<file path="src/rtl/queen_if.sv">
// queen_if: controller/datapath strobes and status plus the solution-row valid/ready handshake
// master: controller side (drives strobes, out_valid, out_last; reads status, out_ready)
// slave:  datapath/downstream side
interface queen_if;
  logic reset_counter;
  logic count_up;
  logic count_down;
  logic shift_right;
  logic load_counter;
  logic count;
  logic enable_output;
  logic cout;
  logic down_counter_zero;
  logic last_queen_counter_zero;
  logic last_cell;
  logic safe;
  logic out_valid;
  logic out_last;
  logic out_ready;
  modport master (
    output reset_counter, count_up, count_down, shift_right, load_counter, count, enable_output,
    output out_valid, out_last,
    input  cout, down_counter_zero, last_queen_counter_zero, last_cell, safe, out_ready
  );
  modport slave (
    input  reset_counter, count_up, count_down, shift_right, load_counter, count, enable_output,
    input  out_valid, out_last,
    output cout, down_counter_zero, last_queen_counter_zero, last_cell, safe, out_ready
  );
endinterface

</file>
<file path="src/rtl/queen_controller.sv">
// queen_controller: backtracking FSM driving the 8-queen datapath and streaming each solution
// ports: clk, rst (sync, active-high), start; io (queen_if.master) carries datapath strobes/status
// and the out_valid/out_ready/out_last row stream; busy, done, solution_count (saturating) to top level
module queen_controller #(
  parameter bit FIND_ALL = 1'b1,
  parameter int SOL_W    = 7
) (
  input  logic             clk,
  input  logic             rst,
  input  logic             start,
  queen_if.master          io,
  output logic             busy,
  output logic             done,
  output logic [SOL_W-1:0] solution_count
);
  typedef enum logic [2:0] {IDLE, CHECK, NEXT, STREAM, DONE} state_t;
  state_t           state_q, state_d;
  logic [SOL_W-1:0] sol_q, sol_d;
  always_comb begin
    state_d          = state_q;
    sol_d            = sol_q;
    io.reset_counter = 1'b0;
    io.count_up      = 1'b0;
    io.count_down    = 1'b0;
    io.shift_right   = 1'b0;
    io.load_counter  = 1'b0;
    io.count         = 1'b0;
    io.enable_output = 1'b0;
    case (state_q)
      IDLE, DONE: if (start) begin
        io.reset_counter = 1'b1;
        sol_d            = '0;
        state_d          = CHECK;
      end
      CHECK: if (io.safe && io.cout) begin
        io.load_counter = 1'b1;
        sol_d           = &sol_q ? sol_q : sol_q + SOL_W'(1);
        state_d         = STREAM;
      end else if (io.safe) io.count_up = 1'b1;
      else if (!io.last_cell) io.shift_right = 1'b1;
      else state_d = NEXT;
      // Backtrack upward while the row's queen has no column left to try.
      NEXT: if (!io.last_cell) begin
        io.shift_right = 1'b1;
        state_d        = CHECK;
      end else if (!io.last_queen_counter_zero) io.count_down = 1'b1;
      else state_d = DONE;
      STREAM: begin
        io.enable_output = 1'b1;
        io.count         = io.out_ready && !io.down_counter_zero;
        state_d          = io.out_ready && io.down_counter_zero ? (FIND_ALL ? NEXT : DONE) : STREAM;
      end
      default: state_d = IDLE;
    endcase
  end
  always_ff @(posedge clk) begin
    if (rst) begin
      state_q <= IDLE;
      sol_q   <= '0;
    end else begin
      state_q <= state_d;
      sol_q   <= sol_d;
    end
  end
  assign io.out_valid    = state_q == STREAM;
  assign io.out_last     = state_q == STREAM && io.down_counter_zero;
  assign busy            = state_q != IDLE && state_q != DONE;
  assign done            = state_q == DONE;
  assign solution_count  = sol_q;
endmodule

</file>
<file path="src/flat_wrapper.sv">
// flat-port wrapper written by rule: the top's interface ports become plain ports
module queen_controller_flat 
#(
  parameter bit FIND_ALL = 1'b1,
  parameter int SOL_W    = 7
)
  (clk, rst, start, busy, done, solution_count, io_reset_counter, io_count_up, io_count_down, io_shift_right, io_load_counter, io_count, io_enable_output, io_out_valid, io_out_last, io_cout, io_down_counter_zero, io_last_queen_counter_zero, io_last_cell, io_safe, io_out_ready);
  queen_if io_i ();
  input  logic clk;
  input  logic rst;
  input  logic start;
  output logic busy;
  output logic done;
  output logic [SOL_W-1:0] solution_count;
  output wire logic [$bits(io_i.reset_counter)-1:0] io_reset_counter;
  output wire logic [$bits(io_i.count_up)-1:0] io_count_up;
  output wire logic [$bits(io_i.count_down)-1:0] io_count_down;
  output wire logic [$bits(io_i.shift_right)-1:0] io_shift_right;
  output wire logic [$bits(io_i.load_counter)-1:0] io_load_counter;
  output wire logic [$bits(io_i.count)-1:0] io_count;
  output wire logic [$bits(io_i.enable_output)-1:0] io_enable_output;
  output wire logic [$bits(io_i.out_valid)-1:0] io_out_valid;
  output wire logic [$bits(io_i.out_last)-1:0] io_out_last;
  input wire logic [$bits(io_i.cout)-1:0] io_cout;
  input wire logic [$bits(io_i.down_counter_zero)-1:0] io_down_counter_zero;
  input wire logic [$bits(io_i.last_queen_counter_zero)-1:0] io_last_queen_counter_zero;
  input wire logic [$bits(io_i.last_cell)-1:0] io_last_cell;
  input wire logic [$bits(io_i.safe)-1:0] io_safe;
  input wire logic [$bits(io_i.out_ready)-1:0] io_out_ready;
  assign io_reset_counter = io_i.reset_counter;
  assign io_count_up = io_i.count_up;
  assign io_count_down = io_i.count_down;
  assign io_shift_right = io_i.shift_right;
  assign io_load_counter = io_i.load_counter;
  assign io_count = io_i.count;
  assign io_enable_output = io_i.enable_output;
  assign io_out_valid = io_i.out_valid;
  assign io_out_last = io_i.out_last;
  assign io_i.cout = io_cout;
  assign io_i.down_counter_zero = io_down_counter_zero;
  assign io_i.last_queen_counter_zero = io_last_queen_counter_zero;
  assign io_i.last_cell = io_last_cell;
  assign io_i.safe = io_safe;
  assign io_i.out_ready = io_out_ready;
  queen_controller #(.FIND_ALL(FIND_ALL), .SOL_W(SOL_W)) u_core (.clk(clk), .rst(rst), .start(start), .io(io_i), .busy(busy), .done(done), .solution_count(solution_count));
endmodule
</file>
<file path="config.mk">
export PLATFORM = sky130hd
export DESIGN_NAME = queen_controller_flat
export DESIGN_NICKNAME = d
export VERILOG_FILES = /design/src/rtl/queen_if.sv /design/src/rtl/queen_controller.sv /design/src/flat_wrapper.sv
export SDC_FILE = /design/constraint.sdc
export NUM_CORES = 1
export LEC_CHECK = 0
export ABC_AREA = 1
export BUFFER_PORTS_ARGS = -buffer_cell sky130_fd_sc_hd__buf_2
export CORE_UTILIZATION = 43
export CTS_CLUSTER_SIZE = 8
export DETAILED_ROUTE_END_ITERATION = 10
export PLACE_DENSITY_LB_ADDON = 0.25
export SETUP_SLACK_MARGIN = 0.2
export SYNTH_ARGS = -nofsm -noshare
export SYNTH_HDL_FRONTEND = slang
export SYNTH_SLANG_ARGS = --single-unit
</file>
<file path="constraint.sdc">
create_clock -name clk -period 1.2 [get_ports clk]
set_input_delay 0.3 -clock clk [delete_from_list [all_inputs] [get_ports clk]]
set_output_delay 0.3 -clock clk [all_outputs]
set_load 0.05 [all_outputs]
</file>
==> flow_summary_export.csv, run 1 <==
group,metric,value,unit
run_status,status,"finished, violations left",
run_status,violations,"setup timing",
logic_synthesis,syn_avg_cell_area,5.77,um^2
route,wire_per_inst,20.9,um
timing,tns,-6.51,ns
setup_path,worst-path-buf-inv,1,
timing,worst_pin_slew,0.271,ns
route,vias,1355,
setup_path,path_cells,"nor3_4, nand2_2, o31ai_4, buf_6",
setup_path,setup.worst_path.class,"reg2out",
timing,post-route-min-period,1.67,ns
floorplan,die_h,44.6,um
setup_path,endpoint_kind,"output port",
route,routed_wirelength,4620,um
power,cellLeakagePower,0.764,nW
setup_path,rr_worst_depth,8,
global_route,met3_usage,4.49,%
placement,hpwl,1680,um
setup_path,cp_slowest_stage_delay,0.39,ns
final_layout,nNetsFinal,207,
clocking,cts_buffers,3,
route,firstDrtPassIters,7,
route,via_per_inst,6.13,
logic_synthesis,synth-seq-area-share,25.7,%
timing,worst_slack,-0.472,ns
global_route,grt_usage,33.9,%
setup_path,reg2reg_setup_slack,-0.42,ns
clocking,postCtsHoldBufs,0,
hold_path,min_to,"u_core.solution_count[3]$_SDFFE_PP0P_",
global_route,grt_pass1_wl,4920,um
global_route,grt_use_met1,34.8,%
final_layout,drive_gt1_share,60.2,%
global_route,gr-usage-met2,64.1,%
power,power_density,2510,nW/um^2
setup_path,crit_family,"simple AND/OR/NAND/NOR gates",
hold_path,min_path_type,"in2reg",
hold_path,holdCritStartpoint,"rst",
setup_path,crit_arrival,1.37,ns
setup_path,r2r_end,"u_core.solution_count[4]$_SDFFE_PP0P_",
timing,finalSetupViolations,23,
clocking,clock_sinks,10,
placement,detailed_place.area,1170,um^2
timing,finalCritPeriodShare,139,%
logic_synthesis,synthXorXnorAreaFrac,0,%
setup_path,critPathMaxFanout,3,
placement,io_buffers,26,
logic_synthesis,synth_mux_area_share,0,%
final_layout,num_antenna_cells,0,
clocking,cts_root_buffer,"clkbuf_4",
logic_synthesis,synth-seq-cells,10,
clocking,htreeDepth,1,
logic_synthesis,synth_nets,145,
logic_synthesis,ys_warn_count,0,
timing,finalMaxSlewViolations,0,
timing,finalHoldViolations,0,
power,power,0.00410,W
logic_synthesis,synthCells,135,
floorplan,rows,15,
timing,fin_skew,0.00991,ns
job,maxCapViolCount,0,
timing,slew_headroom,81.9,%
floorplan,die_area,1990,um^2
route,drt_iter0_markers,84,
global_route,grt_antenna_before_repair,0,
timing,rsz0062_at_grt,"yes",
clocking,clk_pin_slew,0.08,ns
clocking,cts_tree,"yes",
setup_path,rr_startpoint,"u_core.state_q[2]$_SDFFE_PP0P_",
floorplan,die_w,44.6,um
route,drc,0,
global_route,grt_max_degree,8,
floorplan,ios,27,
final_layout,final_area,1630,um^2
final_layout,postLayoutCoreUtil,95.7,%
clocking,clock_latency,0.28,ns
floorplan,start_util,45.6,%
timing,fmax,598,MHz
hold_path,whs_path_depth,2,
setup_path,crit_path_start_kind,"flip-flop",
power,peakVddDrop,1440,uV
logic_synthesis,synth_simple_gate_area_share,53.0,%
global_route,overflow,0,
global_route,first_global_vias,1142,
global_route,grt.busiest_layer,"met2",
logic_synthesis,synth_cell_types,21,
logic_synthesis,synth_compound_area_share,7.22,%
placement,dp_slack,-0.227,ns
setup_path,cp_slowest_cell,"dfxtp_4",
logic_synthesis,synthAdderAreaFrac,1.61,%
logic_synthesis,netlist_area,779,um^2
clocking,max-clock-path-buffers,2,
floorplan,fp.coreArea,1710,um^2
logic_synthesis,synth_top_family_by_area,"simple AND/OR/NAND/NOR gates",
placement,gp_congestion,0.864,
route,ant_nets,0,
final_layout,areaGrowthSynthToFinish,110,%
setup_path,crit_required,0.90,ns
timing repair:
action,CTS,global route
cloned,1,0
pin swaps,9,7
setup endpoints to repair,28,28
gates resized for setup,75,20
setup buffers,10,4
placed cells by master (no fill, tap or decap), types with 3 or more instances in the layout:
| cell type | n |
|---|---|
| nor2_2 | 3 |
| nand2_1 | 29 |
| nand3_4 | 3 |
| clkinvlp_4 | 3 |
| buf_8 | 15 |
| buf_2 | 8 |
| buf_4 | 25 |
| nor2_1 | 21 |
| nand2_2 | 10 |
| buf_6 | 9 |
| nor2_4 | 7 |
| nand2_4 | 6 |
| dfxtp_4 | 9 |
| nand3_1 | 6 |
| clkbuf_4 | 3 |
| inv_1 | 14 |
| a21oi_2 | 4 |
layout make-up:
class	count	area [um^2]
Multi-Input combinational cell	102	669
Timing Repair Buffer	57	554
Clock inverter	1	3.75
Clock buffer	3	22.5
Fill cell	42	73.8
Sequential cell	10	235
Inverter	23	118
Tap cell	25	31.3
flip-flops by register name, indices dropped and copies added, names as in the netlist:
| name | flops |
|---|---|
| u_core.solution_count | 7 |
| u_core.state_q | 3 |
layer usage:
layer / vias to the layer above / part of all wire [%]
met1: 584 / 31
li1: 542 / -
met3: 82 / 12
met4: 0 / 12
met2: 147 / 45
met5: - / 0
how the worst max path moves through the flow:
stage | slack [ns] | startpoint | endpoint | cells after the start
2_1_floorplan | -0.32 | u_core.state_q[2]$_SDFFE_PP0P_ | io_count | 5
3_3_place_gp | -0.18 | u_core.state_q[0]$_SDFFE_PP0P_ | io_shift_right | 4
3_5_place_dp | -0.23 | u_core.state_q[0]$_SDFFE_PP0P_ | io_shift_right | 4
4_1_cts | -0.35 | u_core.state_q[0]$_SDFFE_PP0P_ | io_shift_right | 4
5_1_grt | -0.49 | u_core.state_q[0]$_SDFFE_PP0P_ | io_shift_right | 4
6_report | -0.47 | u_core.state_q[2]$_SDFFE_PP0P_ | io_shift_right | 4
cells by family (layout without fill, tap and decap cells):
kind of cell | count (synthesis) | in the layout
flip-flops | 10 | 10
AND/OR/NAND/NOR | 90 | 91
buffers and inverters | 24 | 84
AO/OA/AOI/OAI | 10 | 10
adder cells (fa/ha/maj) | 1 | 1
power breakdown:
part,total (W),internal [W],switching (W),leakage [nW]
clock network,0.000268,0.000121,0.000147,0.0154
registers,0.000654,0.000466,0.000188,0.0886
logic,0.00318,0.00125,0.00194,0.660
total,0.00410,0.00183,0.00227,0.764
stage by stage:
step / cells / hold slack (ns)
floorplan: 135 / 0.355
global placement: 202 / 0.486
detailed placement: 202 / 0.491
CTS: 217 / 0.261
global route: 221 / 0.269
finish: 221 / 0.264
cells in the mapped netlist, drive strengths merged:
cell type | count | share of area [%]
dfxtp | 10 | 26
nand2 | 45 | 23
nand3 | 10 | 9.6
buf | 1 | 0.96
o31ai | 1 | 0.96
clkinv | 1 | 0.64
o21ai | 2 | 1.3
ha | 1 | 1.6
nand4 | 2 | 1.6
a21oi | 7 | 5.0
nor3 | 2 | 1.9
inv | 22 | 11
nor2 | 31 | 17
Power figures use the tool's default switching activity.
==> run 2, diff against run 1 <==
- SKIP_CTS_REPAIR_TIMING: not set -> 1
- clock period: 1.2 -> 1.5 ns (I/O delays scaled with it)
==> run 2 against run 1 <==
Clock power is 7.5% lower. Critical endpoint unchanged. Cell area decreased by 18%. Non-clock buffer count decreased by 23. The flow still finishes with violations (setup timing). Highest routed layer unchanged. Cell count shrank 10%. Core utilization shrank 17 points. Hold slack improved by 0.098 ns. Setup slack gained 0.33 ns. Combinational power shrank 43%. Via count shrank 29%. Clock skew shrank 0.0030 ns. Die area is the same. First-iteration DRC count fell by 85%.
==> flow_summary_export.csv, run 2 (synthesis gave the netlist of run 1 again) <==
group,metric,value,unit
setup_path,r2r_end,"u_core.solution_count[6]$_SDFFE_PP0P_",
floorplan,rows,15,
clocking,cts_tree,"yes",
setup_path,crit_required,1.12,ns
clocking,cts_buffers,3,
final_layout,mostFrequentLayoutCell,"nand2_1",
timing,finalHoldViolations,0,
global_route,grt_pass1_wl,2940,um
route,routed_wirelength,2190,um
placement,hpwl,1470,um
global_route,grt_usage,19.5,%
final_layout,largest_reg_flops,7,
setup_path,reg2reg_setup_slack,0.15,ns
clocking,max-clock-path-buffers,2,
timing,finalCritPeriodShare,109,%
global_route,overflow,0,
timing,finalSetupViolations,9,
route,ant_nets,0,
timing,worst_slack,-0.139,ns
route,drt_iter0_markers,13,
global_route,grt_antenna_before_repair,0,
power,cellLeakagePower,0.627,nW
timing,rsz0062_at_grt,"yes",
final_layout,areaGrowthSynthToFinish,72.2,%
placement,dp_slack,0.0209,ns
route,firstDrtPassIters,4,
hold_path,min_path_type,"in2reg",
global_route,grt_max_degree,10,
power,power_density,1890,nW/um^2
timing,fin_skew,0.00696,ns
clocking,clock_sinks,10,
setup_path,rr_worst_depth,9,
setup_path,setup.worst_path.class,"reg2out",
floorplan,start_util,45.6,%
clocking,htreeDepth,1,
clocking,cts_root_buffer,"clkbuf_4",
setup_path,startpoint,"u_core.state_q[0]$_SDFFE_PP0P_",
timing,slew_headroom,83.8,%
route,vias,965,
timing,fmax,610,MHz
power,power,0.00254,W
run_status,status,"finished, violations left",
setup_path,endpoint_kind,"output port",
run_status,violations,"setup timing",
placement,gp_congestion,0.849,
floorplan,fp.coreArea,1710,um^2
route,drc,0,
power,peakVddDrop,1240,uV
clocking,clk_pin_slew,0.07,ns
hold_path,whs_path_depth,2,
setup_path,rr_startpoint,"u_core.state_q[2]$_SDFFE_PP0P_",
timing,worst_pin_slew,0.242,ns
setup_path,critPathMaxFanout,7,
placement,io_buffers,26,
global_route,first_global_vias,790,
floorplan,ios,27,
route,wire_per_inst,11.1,um
job,maxCapViolCount,0,
floorplan,die_area,1990,um^2
timing,finalMaxSlewViolations,0,
final_layout,num_antenna_cells,0,
final_layout,drive_gt1_share,53.8,%
floorplan,die_w,44.6,um
hold_path,min_to,"u_core.solution_count[2]$_SDFFE_PP0P_",
final_layout,nNetsFinal,184,
setup_path,crit_path_start_kind,"flip-flop",
timing,post-route-min-period,1.64,ns
setup_path,crit_arrival,1.26,ns
clocking,clock_latency,0.27,ns
hold_path,holdCritStartpoint,"rst",
route,via_per_inst,4.87,
floorplan,die_h,44.6,um
final_layout,mostFrequentLayoutCells,"nand2_1, nor2_1, inv_1",
## run 2: changes by cell type in the layout (fill, tap and decap cells not counted), moves of 2 or more
cell and delta:
buf_2 +2, buf_4 -17, buf_8 -10, clkbuf_4 +3, dfxtp_2 +5, dfxtp_4 -5
nand3_1 +2, nand3_2 -2, nor2_1 +2
## run 2: area by class of cell
class	instances	area (um^2)
Clock buffer	4	36.3
Fill cell	123	365
Inverter	23	110
Multi-Input combinational cell	102	644
Sequential cell	10	223
Tap cell	25	31.3
Timing Repair Buffer	34	298
## run 2: worst max path at each step
stage                           to  slack (ns)  cells after the start
CTS                 io_shift_right       -0.28                      4
global placement    io_shift_right        0.04                      4
global route           io_out_last       -0.21                      6
floorplan                 io_count       -0.09                      5
detailed placement  io_shift_right        0.02                      4
finish              io_shift_right       -0.14                      4
## run 2: where the power goes
| part | leakage, nW | switching, W | total [W] | internal, W |
|---|---|---|---|---|
| clock network | 0.0210 | 0.000100 | 0.000248 | 0.000148 |
| logic | 0.519 | 0.00118 | 0.00180 | 0.000625 |
| registers | 0.0871 | 0.000121 | 0.000488 | 0.000367 |
| total | 0.627 | 0.00140 | 0.00254 | 0.00114 |
## run 2: per-stage QoR
step	hold slack (ns)	utilization, %	setup TNS, ns	cells	instance area [um^2]
6_report	0.362	78.6	-0.806	198	1340
5_1_grt	0.359	78.6	-1.40	198	1340
4_1_cts	0.323	64.6	-1.96	193	1100
3_5_place_dp	0.487	62.5	0	189	1070
3_3_place_gp	0.485	62.5	0	189	1070
2_1_floorplan	0.430	-	-0.177	135	883
## run 2: layer usage
metal	global-route usage, %	routed length, um	share of wire, %	vias up
li1	-	-	-	496
met1	20.7	884	40	445
met2	38.5	1220	56	20
met3	1.22	42	1.9	4
met4	8.48	45	2.1	0
met5	0	0	0	-
## run 2: worst max-delay path, cell delays in order, from the launching register on
cell	delay, ns
dfxtp_4	0.39
nor3_4	0.24
nand2_2	0.11
o31ai_4	0.07
buf_6	0.19
